## src/rtl/cnna_axi_pkg.sv

```systemverilog
// Shared AXI constants for the cnna DDR movers: FSM states, beat/4 KB geometry, RRESP codes.
package cnna_axi_pkg;

    typedef enum logic [1:0] {
        ST_IDLE = 2'd0,
        ST_RUN  = 2'd1,
        ST_DONE = 2'd2
    } state_t;

    localparam int AXI_4K_BYTES = 4096;

    localparam logic [1:0] AXI_RESP_OKAY   = 2'b00;
    localparam logic [1:0] AXI_RESP_EXOKAY = 2'b01;
    localparam logic [1:0] AXI_RESP_SLVERR = 2'b10;
    localparam logic [1:0] AXI_RESP_DECERR = 2'b11;

    function automatic int beat_bytes(input int data_width);
        return data_width / 8;
    endfunction

endpackage

```

## src/rtl/axird_burst_gen.sv

```systemverilog
// AR channel generator: splits the remaining beats into bursts that stay inside one 4 KB page
// and holds araddr/arlen/arvalid steady until the slave accepts them.
module axird_burst_gen
    import cnna_axi_pkg::*;
#(
    parameter int C_ADDR_WIDTH = 32,
    parameter int C_DATA_WIDTH = 128,
    parameter int C_LEN_WIDTH  = 16,
    parameter int C_MAX_BURST  = 16
) (
    input  logic                    I_clk,
    input  logic                    I_rst_n,
    input  logic                    I_load,
    input  logic                    I_run,
    input  logic                    I_outs_ok,
    input  logic [C_ADDR_WIDTH-1:0] I_base_addr,
    input  logic [C_LEN_WIDTH-1:0]  I_len,
    output logic [C_ADDR_WIDTH-1:0] O_araddr,
    output logic [7:0]              O_arlen,
    output logic                    O_arvalid,
    input  logic                    I_arready
);

    localparam int BPB      = beat_bytes(C_DATA_WIDTH);
    localparam int BPB_LOG2 = $clog2(BPB);
    localparam int BW       = ((C_LEN_WIDTH > 13) ? C_LEN_WIDTH : 13) + 1;

    logic [C_ADDR_WIDTH-1:0] r_addr;
    logic [C_LEN_WIDTH-1:0]  r_rem;
    logic [C_ADDR_WIDTH-1:0] r_araddr;
    logic [7:0]              r_arlen;
    logic                    r_arvalid;

    logic [C_ADDR_WIDTH-1:0] w_cur_addr;
    logic [C_LEN_WIDTH-1:0]  w_cur_rem;
    logic [12:0]             w_4k_bytes;
    logic [BW-1:0]           w_b4k;
    logic [BW-1:0]           w_blen;
    logic                    w_issue;

    // On the start cycle the burst is sized straight from the inputs so arvalid rises next cycle.
    assign w_cur_addr = I_load ? (I_base_addr & ~(C_ADDR_WIDTH'(BPB - 1))) : r_addr;
    assign w_cur_rem  = I_load ? I_len : r_rem;
    assign w_4k_bytes = 13'(AXI_4K_BYTES) - {1'b0, w_cur_addr[11:0]};
    assign w_b4k      = BW'(w_4k_bytes >> BPB_LOG2);

    always_comb begin
        w_blen = BW'(C_MAX_BURST);
        if (w_b4k < w_blen)
            w_blen = w_b4k;
        if (BW'(w_cur_rem) < w_blen)
            w_blen = BW'(w_cur_rem);
    end

    // A new burst may replace the current one in the same edge it is accepted.
    assign w_issue = (I_load | I_run) & (w_cur_rem != '0) & I_outs_ok & (~r_arvalid | I_arready);

    always_ff @(posedge I_clk or negedge I_rst_n) begin
        if (!I_rst_n) begin
            r_addr    <= '0;
            r_rem     <= '0;
            r_araddr  <= '0;
            r_arlen   <= '0;
            r_arvalid <= 1'b0;
        end else if (w_issue) begin
            r_araddr  <= w_cur_addr;
            r_arlen   <= 8'(w_blen - BW'(1));
            r_arvalid <= 1'b1;
            r_addr    <= w_cur_addr + (C_ADDR_WIDTH'(w_blen) << BPB_LOG2);
            r_rem     <= w_cur_rem - C_LEN_WIDTH'(w_blen);
        end else if (I_arready || !I_run) begin
            r_arvalid <= 1'b0;
        end
    end

    assign O_araddr  = r_araddr;
    assign O_arlen   = r_arlen;
    assign O_arvalid = r_arvalid;

endmodule

```

## src/rtl/axird2ram_mburst.sv

```systemverilog
// AXI4 multi-burst reader from DDR into an on-chip buffer RAM, ap_start/ap_done controlled.
// Optional AXIRD_RRESP_CHK_EN adds I_maxi_rresp/O_err and drops writes of error beats.
module axird2ram_mburst
    import cnna_axi_pkg::*;
#(
    parameter int C_M_AXI_ADDR_WIDTH = 32,
    parameter int C_M_AXI_DATA_WIDTH = 128,
    parameter int C_RAM_ADDR_WIDTH   = 12,
    parameter int C_LEN_WIDTH        = 16,
    parameter int C_MAX_BURST        = 16,
    parameter int C_MAX_OUTS         = 4
) (
    input  logic                          I_clk,
    input  logic                          I_rst_n,
    input  logic                          I_ap_start,
    output logic                          O_ap_idle,
    output logic                          O_ap_done,
    input  logic [C_M_AXI_ADDR_WIDTH-1:0] I_base_addr,
    input  logic [C_LEN_WIDTH-1:0]        I_len,
    input  logic [C_RAM_ADDR_WIDTH-1:0]   I_ram_base,
    output logic [C_RAM_ADDR_WIDTH-1:0]   O_waddr,
    output logic [C_M_AXI_DATA_WIDTH-1:0] O_wdata,
    output logic                          O_wr,
    output logic [C_M_AXI_ADDR_WIDTH-1:0] O_maxi_araddr,
    output logic [7:0]                    O_maxi_arlen,
    output logic                          O_maxi_arvalid,
    input  logic                          I_maxi_arready,
    input  logic                          I_maxi_rvalid,
    input  logic [C_M_AXI_DATA_WIDTH-1:0] I_maxi_rdata,
    input  logic                          I_maxi_rlast,
`ifdef AXIRD_RRESP_CHK_EN
    input  logic [1:0]                    I_maxi_rresp,
    output logic                          O_err,
`endif
    output logic                          O_maxi_rready
);

    localparam int OW = $clog2(C_MAX_OUTS + 1) + 1;

    state_t                        r_state, w_state_nxt;
    logic [C_LEN_WIDTH-1:0]        r_len;
    logic [C_RAM_ADDR_WIDTH-1:0]   r_ram_base;
    logic [C_LEN_WIDTH-1:0]        r_beat;
    logic [OW-1:0]                 r_outs, w_outs_nxt;
    logic                          r_final;
    logic                          r_wr;
    logic [C_RAM_ADDR_WIDTH-1:0]   r_waddr;
    logic [C_M_AXI_DATA_WIDTH-1:0] r_wdata;

    logic w_start, w_load, w_run, w_arvalid, w_ar_hs, w_r_hs, w_rlast_hs, w_last_beat, w_resp_ok;

    assign w_start     = (r_state == ST_IDLE) & I_ap_start;
    assign w_load      = w_start & (I_len != '0);
    assign w_run       = (r_state == ST_RUN);
    assign w_ar_hs     = w_arvalid & I_maxi_arready;
    assign w_r_hs      = I_maxi_rvalid & w_run;
    assign w_rlast_hs  = w_r_hs & I_maxi_rlast;
    // Completion comes from the beat count only; rlast just retires outstanding bursts.
    assign w_last_beat = w_r_hs & (r_beat == r_len - C_LEN_WIDTH'(1));

    always_comb begin
        w_outs_nxt = r_outs;
        case ({w_ar_hs, w_rlast_hs})
            2'b10:   w_outs_nxt = r_outs + OW'(1);
            2'b01:   w_outs_nxt = r_outs - OW'(1);
            default: w_outs_nxt = r_outs;
        endcase
    end

    axird_burst_gen #(
        .C_ADDR_WIDTH (C_M_AXI_ADDR_WIDTH),
        .C_DATA_WIDTH (C_M_AXI_DATA_WIDTH),
        .C_LEN_WIDTH  (C_LEN_WIDTH),
        .C_MAX_BURST  (C_MAX_BURST)
    ) u_burst_gen (
        .I_clk       (I_clk),
        .I_rst_n     (I_rst_n),
        .I_load      (w_load),
        .I_run       (w_run),
        .I_outs_ok   (w_outs_nxt < OW'(C_MAX_OUTS)),
        .I_base_addr (I_base_addr),
        .I_len       (I_len),
        .O_araddr    (O_maxi_araddr),
        .O_arlen     (O_maxi_arlen),
        .O_arvalid   (w_arvalid),
        .I_arready   (I_maxi_arready)
    );

    always_comb begin
        w_state_nxt = r_state;
        case (r_state)
            ST_IDLE: if (w_start) w_state_nxt = (I_len != '0) ? ST_RUN : ST_DONE;
            ST_RUN:  if (r_final) w_state_nxt = ST_DONE;
            ST_DONE: w_state_nxt = ST_IDLE;
            default: w_state_nxt = ST_IDLE;
        endcase
    end

`ifdef AXIRD_RRESP_CHK_EN
    logic r_err;
    assign w_resp_ok = (I_maxi_rresp == AXI_RESP_OKAY);
    always_ff @(posedge I_clk or negedge I_rst_n) begin
        if (!I_rst_n)
            r_err <= 1'b0;
        else if (w_start)
            r_err <= 1'b0;
        else if (w_r_hs && !w_resp_ok)
            r_err <= 1'b1;
    end
    assign O_err = r_err;
`else
    assign w_resp_ok = 1'b1;
`endif

    always_ff @(posedge I_clk or negedge I_rst_n) begin
        if (!I_rst_n) begin
            r_state    <= ST_IDLE;
            r_len      <= '0;
            r_ram_base <= '0;
            r_beat     <= '0;
            r_outs     <= '0;
            r_final    <= 1'b0;
            r_wr       <= 1'b0;
            r_waddr    <= '0;
            r_wdata    <= '0;
        end else begin
            r_state <= w_state_nxt;
            r_outs  <= w_outs_nxt;
            r_final <= w_last_beat;
            r_wr    <= w_r_hs & w_resp_ok;
            if (w_load) begin
                r_len      <= I_len;
                r_ram_base <= I_ram_base;
                r_beat     <= '0;
            end else if (w_r_hs) begin
                r_beat <= r_beat + C_LEN_WIDTH'(1);
            end
            // Address wraps naturally at the RAM width.
            if (w_r_hs) begin
                r_waddr <= r_ram_base + C_RAM_ADDR_WIDTH'(r_beat);
                r_wdata <= I_maxi_rdata;
            end
        end
    end

    assign O_ap_idle      = (r_state == ST_IDLE);
    assign O_ap_done      = (r_state == ST_DONE);
    assign O_maxi_rready  = w_run;
    assign O_maxi_arvalid = w_arvalid;
    assign O_wr           = r_wr;
    assign O_waddr        = r_waddr;
    assign O_wdata        = r_wdata;

endmodule

```

## config.mk

```make
export PLATFORM = sky130hd
export DESIGN_NAME = axird2ram_mburst
export DESIGN_NICKNAME = d
export VERILOG_FILES = /design/src/rtl/cnna_axi_pkg.sv /design/src/rtl/axird_burst_gen.sv /design/src/rtl/axird2ram_mburst.sv
export SDC_FILE = /design/constraint.sdc
export NUM_CORES = 1
export LEC_CHECK = 0
export ABC_AREA = 1
export CAP_MARGIN = 20
export CORE_MARGIN = 1
export CORE_UTILIZATION = 50
export DETAILED_ROUTE_END_ITERATION = 8
export PLACE_DENSITY_LB_ADDON = 0.08
export SKIP_LAST_GASP = 1
export SLEW_MARGIN = 20
export SYNTH_ARGS = -nofsm -noshare
export SYNTH_HDL_FRONTEND = slang
export SYNTH_SLANG_ARGS = --single-unit
```

## constraint.sdc

```tcl
create_clock -name I_clk -period 9.39 [get_ports I_clk]
set_clock_uncertainty 0.1 [all_clocks]
set_input_delay 1.878 -clock I_clk [delete_from_list [all_inputs] [get_ports I_clk]]
set_output_delay 1.878 -clock I_clk [all_outputs]
set_load 0.005 [all_outputs]
```

# --- Word-level counts from Yosys, hierarchy flattened ---
# Index checks and enable logic that the tools add are counted.
word_totals:
  in_bits: 194
  out_inout_bits: 185
  word_cells: 66
  ff_bits: 281
op_classes:
  reduce_logical: 8
  n_bitwise: 12
  order_cmp: 3
  muxes: 13
  n_addsub: 9
  n_eq_ne: 7
op_table:
  columns: ["op", "n"]
  rows:
  - ["16-bit two-way mux", 4]
  - ["32-bit by 21-bit adder with 32-bit output", 1]
  - ["32-bit two-way mux", 1]
  - ["16-bit nonzero test", 2]
  - ["16-bit by 17-bit < comparator with 1-bit output", 1]
  - ["16-bit by 1-bit adder with 16-bit output, second input constant", 1]
  - ["16-bit == test", 1]
  - ["16-bit by 1-bit subtractor with 16-bit output, second input constant", 1]
  - ["16-bit subtractor", 1]
  - ["13-bit by 12-bit subtractor with 13-bit output, first input constant", 1]
  - ["12-bit adder", 1]
  - ["1-bit bitwise AND", 9]
  - ["9-bit by 5-bit < comparator with 1-bit output, second input constant", 1]
  - ["9-bit two-way mux", 1]
  - ["4-bit one-hot mux with 2 select lines", 1]
  - ["8-bit by 1-bit subtractor with 8-bit output, second input constant", 1]
  - ["2-bit two-way mux", 3]
  - ["4-bit by 1-bit adder with 4-bit output, second input constant", 1]
  - ["2-bit by 1-bit == test with 1-bit output, second input constant", 2]
  - ["2-bit == test, second input constant", 2]
  - ["4-bit by 3-bit < comparator with 1-bit output, second input constant", 1]
  - ["2-bit one-hot mux with 2 select lines", 1]
  - ["2-bit nonzero test", 2]
  - ["4-bit by 1-bit subtractor with 4-bit output, second input constant", 1]
  - ["other kinds (9)", 11]

# --- Longest topological paths before layout ---
# Gate-level depths: netlist of the first run.
logic_depth:
  ltp_word: 10
  mapped_depth: 43
  depth_no_buf: 42

# --- Modules after synthesis ---
# Synthesis of the first run repeated with hierarchy kept, for this count alone.
hier_totals:
  cells_unflattened: 1847
  hier_area_um2: 14417.6
by_module_without_submodules:
  columns: ["module", "instances", "cells_per_inst", "area_per_inst_um2", "seq_area_each_um2"]
  rows:
  - ["axird2ram_mburst", 1, 1054, 8598.2, 4804.6]
  - ["axird_burst_gen", 1, 793, 5819.3, 2127.0]

# --- Worst setup path before layout of the first run ---
# OpenSTA, ideal clock, no wires.
synth_path:
  kind: "in2reg"
  from: "in I_len[9]"
  to: "reg u_burst_gen.r_addr[26]"
  t_required_ps: 9158
  path_buffers: 1
  path_slack_ps: 2772
  stages: 41
  arrival_time_ps: 6386
  setup_time_ps: 132
  cell_sequence: "nor2_1 nand2_1 nor2_2 nand2_4 nand2_8 inv_4 buf_6 nand2_2 nand2_2 nor2_2 nand2_1 nand2_1 inv_1 nand2_1 ha_1 nand2_1 inv_1 nand3_1 [5 not listed] nand2_1 inv_1 ha_1 fa_1 nand3_1 nand2_1 a21boi_0 inv_1 nand2_1 o211ai_1 a21boi_0 o21ai_0 nand2_1 inv_1 nand2_1 o21ai_0 nand2_1 o21ai_0"
synth_via:
  elab_chain_len: 9
  elab_cells_between_ends: 15
  cone_classes: "2 x add/sub; 2 x order compare; 4 x mux; 5 x bitwise; 2 x reduce/logical"
synth_rtl:
  columns: ["element", "line", "rtl"]
  rows:
  - ["from (decl)", "axird2ram_mburst.sv:19", "input logic [C_LEN_WIDTH-1:0] I_len,"]
  - ["16-bit nonzero test (*)", "axird2ram_mburst.sv:53", "assign w_load = w_start & (I_len != '0);"]
  - ["1-bit bitwise AND (*)", "axird2ram_mburst.sv:53", null]
  - ["32-bit two-way mux (*)", "axird_burst_gen.sv:42", "assign w_cur_addr = I_load ? (I_base_addr & ~(C_ADDR_WIDTH'(BPB - 1))) : r_addr;"]
  - ["via u_burst_gen.w_cur_addr[5]", "axird_burst_gen.sv:34", "logic [C_ADDR_WIDTH-1:0] w_cur_addr;"]
  - ["13-bit by 12-bit subtractor with 13-bit output", "axird_burst_gen.sv:44", "assign w_4k_bytes = 13'(AXI_4K_BYTES) - {1'b0, w_cur_addr[11:0]};"]
  - ["9-bit by 5-bit < comparator with 1-bit output", "axird_burst_gen.sv:49", "if (w_b4k < w_blen)"]
  - ["9-bit two-way mux", "axird_burst_gen.sv:49", null]
  - ["16-bit by 17-bit < comparator with 1-bit output", "axird_burst_gen.sv:51", "if (BW'(w_cur_rem) < w_blen)"]
  - ["16-bit two-way mux", "axird_burst_gen.sv:51", null]
  - ["32-bit by 21-bit adder with 32-bit output (*)", "axird_burst_gen.sv:69", "r_addr <= w_cur_addr + (C_ADDR_WIDTH'(w_blen) << BPB_LOG2);"]
  - ["to (signal assigned)", "axird_burst_gen.sv:69", null]
  - ["to (decl)", "axird_burst_gen.sv:28", "logic [C_ADDR_WIDTH-1:0] r_addr;"]
# The timed path passes the listed nets; every way through them passes the cells marked *.
# A chain may end at the register's enable or synchronous reset.

# --- Worst setup path after layout of the first run ---
layout_path:
  from: "in I_len[5]"
  to: "reg u_burst_gen.r_addr[26]"
# Same word-level chain as after synthesis.

==> impl_metrics.yaml, run 1 <==
die:
  die_area_sq_um: 28400
  die_w_um: 168
  initial_core_util_pct: 51.2
  pin_count: 379
  rows: 60
  coreArea_sq_um: 27000
  die_y_um: 168
cts:
  numCtsBuffers: 30
  clock_latency_ps: 550
  cts_max_level: 1
  cts_hold_buffers: 0
  cts.clk_slew.worst_paths_ps: 60
  clockBufferDepth: 3
  cts.repair.resized: 0
  clock-sinks: 277
  root_buffer: "clkbuf_16"
  postCtsSetupBuffers: 0
  cts_tree: "yes"
status:
  status: "complete, no violations"
timing:
  tightest_slew_ps: 1150
  slew_violations: 0
  hold_viol: 0
  setup_viol: 0
  setup_tns_ps: 0
  period_share_pct: 85.5
  fin_crit_ps: 8030
  rsz0062_at_grt: "no"
  relSlewSlack_pct: 23.1
  fmaxAchievable_mhz: 125
synth:
  synthTopCellsByCount: "nand2_1 (707), dfrtp_1 (277), inv_1 (117)"
  synth_flop_cell: "dfrtp_1"
  ys_top_cells_by_area: "dfrtp_1 (50%), nand2_1 (19%), ha_1 (4.5%)"
  synth.distinct_cells: 44
  synth_most_common_cell: "nand2_1"
  avgSynthCellArea_sq_um: 8.09
  synth-edff-count: 0
  syn_area_sq_um: 13800
  ys_warn_count: 0
  yosys.area.top_type: "dfrtp_1"
  synth-seq-cells: 277
  synthCells: 1711
  ys_seq_area_share_pct: 50.0
  synthArstFlopShare_pct: 100
  synth_top_area_share_pct: 50.0
routing:
  viasPerCell: 5.13
  route.vias.total: 12400
  antenna_left: 0
  drc_errors: 0
  wl_per_cell_um: 16.1
  dr.pass1.iters: 5
  drt_iter0_markers: 906
  drt_wl_total_mm: 39.1
critical_path:
  path_max_fanout: 63
  crit_path_end_kind: "flop"
  criticalPathCategory: "in2reg"
  path_buf_inv: 7
  cpMaxStageDelayCell: "clkdlybuf4s50_1"
  cpMostUsedCell: "nand2_1"
  crit_family: "simple AND/OR/NAND/NOR gates"
  critPathMaxStageDelay_ps: 440
  crit_arrival_ps: 8320
  worst_setup_path_start_kind: "input pin"
  crit_required_ps: 9680
power_and_ir_drop:
  ir_worst_vdd_mv: 0.195
  p_leak_nw: 9.25
  power_density_nw_per_um2: 332
  p_total_mw: 6.22
cells_and_area:
  nNetsFinal: 2311
  drive_gt1_share_pct: 3.99
  syn_to_final_growth_pct: 35.2
  fin_cells: 2428
  final_util_pct: 69.3
  fillers: 2165
  seq_area_sq_um: 6930
  multiInputGateArea_sq_um: 6150
global_route:
  grt_pass1_vias: 12300
  grt_first_pass_wirelength_mm: 62.4
  antenna_found_initial: 5
  grt_use_total_pct: 27.6
  grt-ovfl-total: 0
  grt_start_max_net_pins: 177
placed_design:
  place_hpwl_mm: 27.7
  io_buffers: 374
  finalWeightedCongestion: 0.914
  dp.cells: 2372
job:
  cap_violations: 0
worst_hold_path:
  min_path_type: "reg2reg"
## worst register-to-register path, delay by kind of cell, from the launching register on
kind / cells / cell delay, ps
flops: 1 / 380
buf+inv: 7 / 950
simple gates: 22 / 2810
fa+ha+maj: 3 / 930
compound gates: 7 / 1370
## logic make-up after synthesis
| family | count (synthesis) | share of synthesized area, % |
|---|---|---|
| xor+xnor | 69 | 4.36 |
| other cells | 2 | 0.0542 |
| fa+ha+maj | 54 | 5.10 |
| flops | 277 | 50.0 |
| mux | 2 | 0.145 |
| simple gates | 910 | 26.5 |
| compound gates | 207 | 7.96 |
| buf+inv | 190 | 5.85 |
## final timing paths
path | startpoint | cells past startpoint | end | slack (ps)
max | I_len[5] | 41 | u_burst_gen.r_addr[26] | 1360
min | r_state[1] | 1 | r_state[1] | 360
max reg2reg | r_state[0] | 39 | u_burst_gen.r_addr[26] | 2700
min reg2reg | r_state[1] | 1 | r_state[1] | 360
max in group asynchronous | I_rst_n | 2 | u_burst_gen.O_araddr[20] | 6530
min in group asynchronous | I_rst_n | 1 | O_wdata[57] | 1270
## layout by cell type, fill, tap and decap left out, drive strengths merged, types with 3 or more instances in the layout
cell	instances
or2	14
a31oi	16
clkinv	3
nand2	717
ha	50
inv	122
o21ai	126
a21boi	3
a211oi	3
diode	5
clkdlybuf4s50	373
nand3	47
nor3	18
fa	4
xnor2	21
buf	5
nor4	6
o22ai	3
nor2	92
clkbuf	48
nand4	11
conb	11
xor2	48
a21oi	45
nand3b	4
dfrtp	277
## state kept, by name, indices dropped and copies added (netlist names)
signal / cells
O_waddr: 12
O_wdata: 128
O_wr: 1
r_beat: 16
r_final: 1
r_len: 16
r_outs: 4
r_ram_base: 12
r_state: 2
u_burst_gen.O_araddr: 32
u_burst_gen.O_arlen: 8
u_burst_gen.O_arvalid: 1
u_burst_gen.r_addr: 28
u_burst_gen.r_rem: 16
## metrics by stage
step	setup WS (ps)	hold WS, ps	cell area, sq um
finish	1360	362	18700
global route	685	395	18700
detailed placement	892	352	17800
CTS	1440	363	18700
global placement	1050	347	17800
floorplan	2770	334	13900
## area by class of cell
type | count | share of cell area, %
repair buffers | 378 | 20.2
diodes | 5 | 0.0668
flip-flops and latches | 277 | 37.0
multi-input cells | 1253 | 32.9
clock inverters | 3 | 0.214
inverters | 123 | 2.49
well taps | 341 | 2.28
clock buffers | 48 | 4.81
## report_power, final
part	switching (mW)	internal (mW)
combinational	1.64	1.42
clock	0.466	0.674
sequential	0.289	1.73
## metal layers
metal / GRT usage, % / part of all wire [%]
met4: 13.1 / 4.2
met2: 47.3 / 48
met1: 34.0 / 42
met3: 4.47 / 5.9
met5: 0 / 0
(Power assumes the default switching activity.)
==> run 2: changes to the inputs <==
Settings changed: MAX_ROUTING_LAYER set to met4.
==> run 2 against run 1 <==
  * Core utilization up 0.10 points
  * Fmax about the same
  * Flip-flop and latch count unchanged
  * Largest power group unchanged
  * First-iteration DRC count up 5.5%
  * Wire length about the same
  * Critical path type unchanged
  * Clock power about the same
  * Register-to-register slack about the same
  * Clock-buffer cell count unchanged
==> impl_metrics.yaml, run 2 (synthesis gave the netlist of run 1 again) <==
status:
  status: "complete, no violations"
cells_and_area:
  fillers: 2158
  final_cell_mix: "nand2_1 (706), clkdlybuf4s50_1 (373), dfrtp_1 (277), inv_1 (116), o21ai_0 (100)"
  final_common_cell: "nand2_1"
  drive_gt1_share_pct: 4.03
  fin_cells: 2429
  largest_reg_flops: 128
  syn_to_final_growth_pct: 35.4
  nNetsFinal: 2312
  final_util_pct: 69.4
cts:
  clock_latency_ps: 550
  root_buffer: "clkbuf_16"
  cts_hold_buffers: 0
  cts_max_level: 1
  cts_tree: "yes"
  clock-sinks: 277
  postCtsSetupBuffers: 0
  clockBufferDepth: 3
  cts.repair.resized: 0
  cts.clk_slew.worst_paths_ps: 60
  numCtsBuffers: 30
job:
  cap_violations: 0
die:
  rows: 60
  die_area_sq_um: 28400
  coreArea_sq_um: 27000
  initial_core_util_pct: 51.2
  die_w_um: 168
  pin_count: 379
  die_y_um: 168
power_and_ir_drop:
  power_frac_clock_pct: 18.3
  power_frac_comb_pct: 49.2
  p_sw_mw: 2.39
  p_leak_nw: 9.26
  ir_worst_vdd_mv: 0.196
  p_int_mw: 3.82
  power_density_nw_per_um2: 332
  power_frac_seq_pct: 32.5
  p_sw_share_pct: 38.5
routing:
  wl_per_cell_um: 16.1
  drt_iter0_markers: 956
  route.vias.total: 12400
  dr.pass1.iters: 5
  drt_wl_total_mm: 39.1
  antenna_left: 0
  drc_errors: 0
  viasPerCell: 5.11
worst_hold_path:
  holdPathStages: 1
  min_path_type: "reg2reg"
  holdPathEnd: "r_state[1]"
  hold_start: "r_state[1]"
critical_path:
  r2r-start: "r_state[0]"
  timing.reg2reg.setup_slack_ps: 2700
  crit_arrival_ps: 8320
  path_max_fanout: 63
  cpMaxStageDelayCell: "o21ai_0"
  criticalPathCategory: "in2reg"
  cpMostUsedCell: "nand2_1"
  r2r_cells: 39
  critPathMaxStageDelay_ps: 650
  crit_path_end_kind: "flop"
  crit_path_start: "I_len[5]"
  r2r-end: "u_burst_gen.r_addr[26]"
  worst_setup_path_start_kind: "input pin"
  crit_required_ps: 9680
timing:
  setup_tns_ps: 0
  slew_violations: 0
  fin_crit_ps: 8030
  fmaxAchievable_mhz: 125
  rsz0062_at_grt: "no"
  tightest_slew_ps: 1010
  relSlewSlack_pct: 32.6
  whs_ps: 362
  hold_viol: 0
  setup_viol: 0
  layout_setup_ws_ps: 1360
  period_share_pct: 85.5
global_route:
  grt_start_max_net_pins: 177
  grt_pass1_vias: 12200
  grt_first_pass_wirelength_mm: 62.4
  grt_use_total_pct: 28.4
  antenna_found_initial: 5
  grt-ovfl-total: 0
placed_design:
  finalWeightedCongestion: 0.930
  preCtsSetupSlack_ps: 892
  dp.cells: 2372
  place_hpwl_mm: 27.7
  io_buffers: 374
[run 2: changes by cell type in the layout (fill, tap and decap cells not counted), sizes merged]
cell  before  now
buf        5    6
[run 2: final cells by class]
| class | instances | area [sq um] | share of cell area [%] |
|---|---|---|---|
| diodes | 5 | 12.5 | 0.0667 |
| clock buffers | 48 | 900 | 4.80 |
| clock inverters | 3 | 40.0 | 0.214 |
| inverters | 123 | 467 | 2.49 |
| multi-input cells | 1253 | 6150 | 32.8 |
| flip-flops and latches | 277 | 6930 | 37.0 |
| well taps | 341 | 427 | 2.28 |
| repair buffers | 379 | 3820 | 20.4 |
[run 2: metrics by stage]
stage | power, mW | area (sq um)
after detailed placement | 5.08 | 17800
after global routing | 6.72 | 18700
after floorplan | 3.77 | 13900
after global placement | 4.98 | 17800
after CTS | 6.25 | 18700
final | 6.22 | 18700
[run 2: worst max path at each step]
stage,endpoint,slack (ps),cells past startpoint
6_report,u_burst_gen.r_addr[26],1360,35
5_1_grt,u_burst_gen.r_addr[26],680,42
4_1_cts,u_burst_gen.r_addr[26],1440,35
3_5_place_dp,u_burst_gen.r_addr[26],890,35
3_3_place_gp,u_burst_gen.r_addr[26],1050,41
2_1_floorplan,u_burst_gen.r_addr[26],2770,41
[run 2: routing by layer]
layer / GRT usage, % / vias to the layer above / wire length (um) / share of wire [%]
met3: 4.47 / 97 / 2280 / 5.8
met1: 33.9 / 5841 / 16300 / 42
met4: 13.1 / 0 / 1680 / 4.3
met2: 47.4 / 366 / 18800 / 48
met5: - / - / 0 / 0
li1: - / 6118 / - / -
[run 2: power groups by stage]
stage / Sequential [mW] / Combinational (mW) / Clock (mW)
finish: 2.02 / 3.06 / 1.14
detailed placement: 2.03 / 3.05 / 0
floorplan: 2.04 / 1.74 / 0
global route: 2.08 / 3.43 / 1.21
CTS: 2.02 / 3.08 / 1.16
global placement: 2.01 / 2.97 / 0
[run 2: worst max-delay path, delay by kind of cell]
| family | cells | cell delay [ps] |
|---|---|---|
| simple gates | 18 | 2370 |
| compound gates | 8 | 2010 |
| fa+ha+maj | 3 | 1030 |
| buf+inv | 6 | 990 |
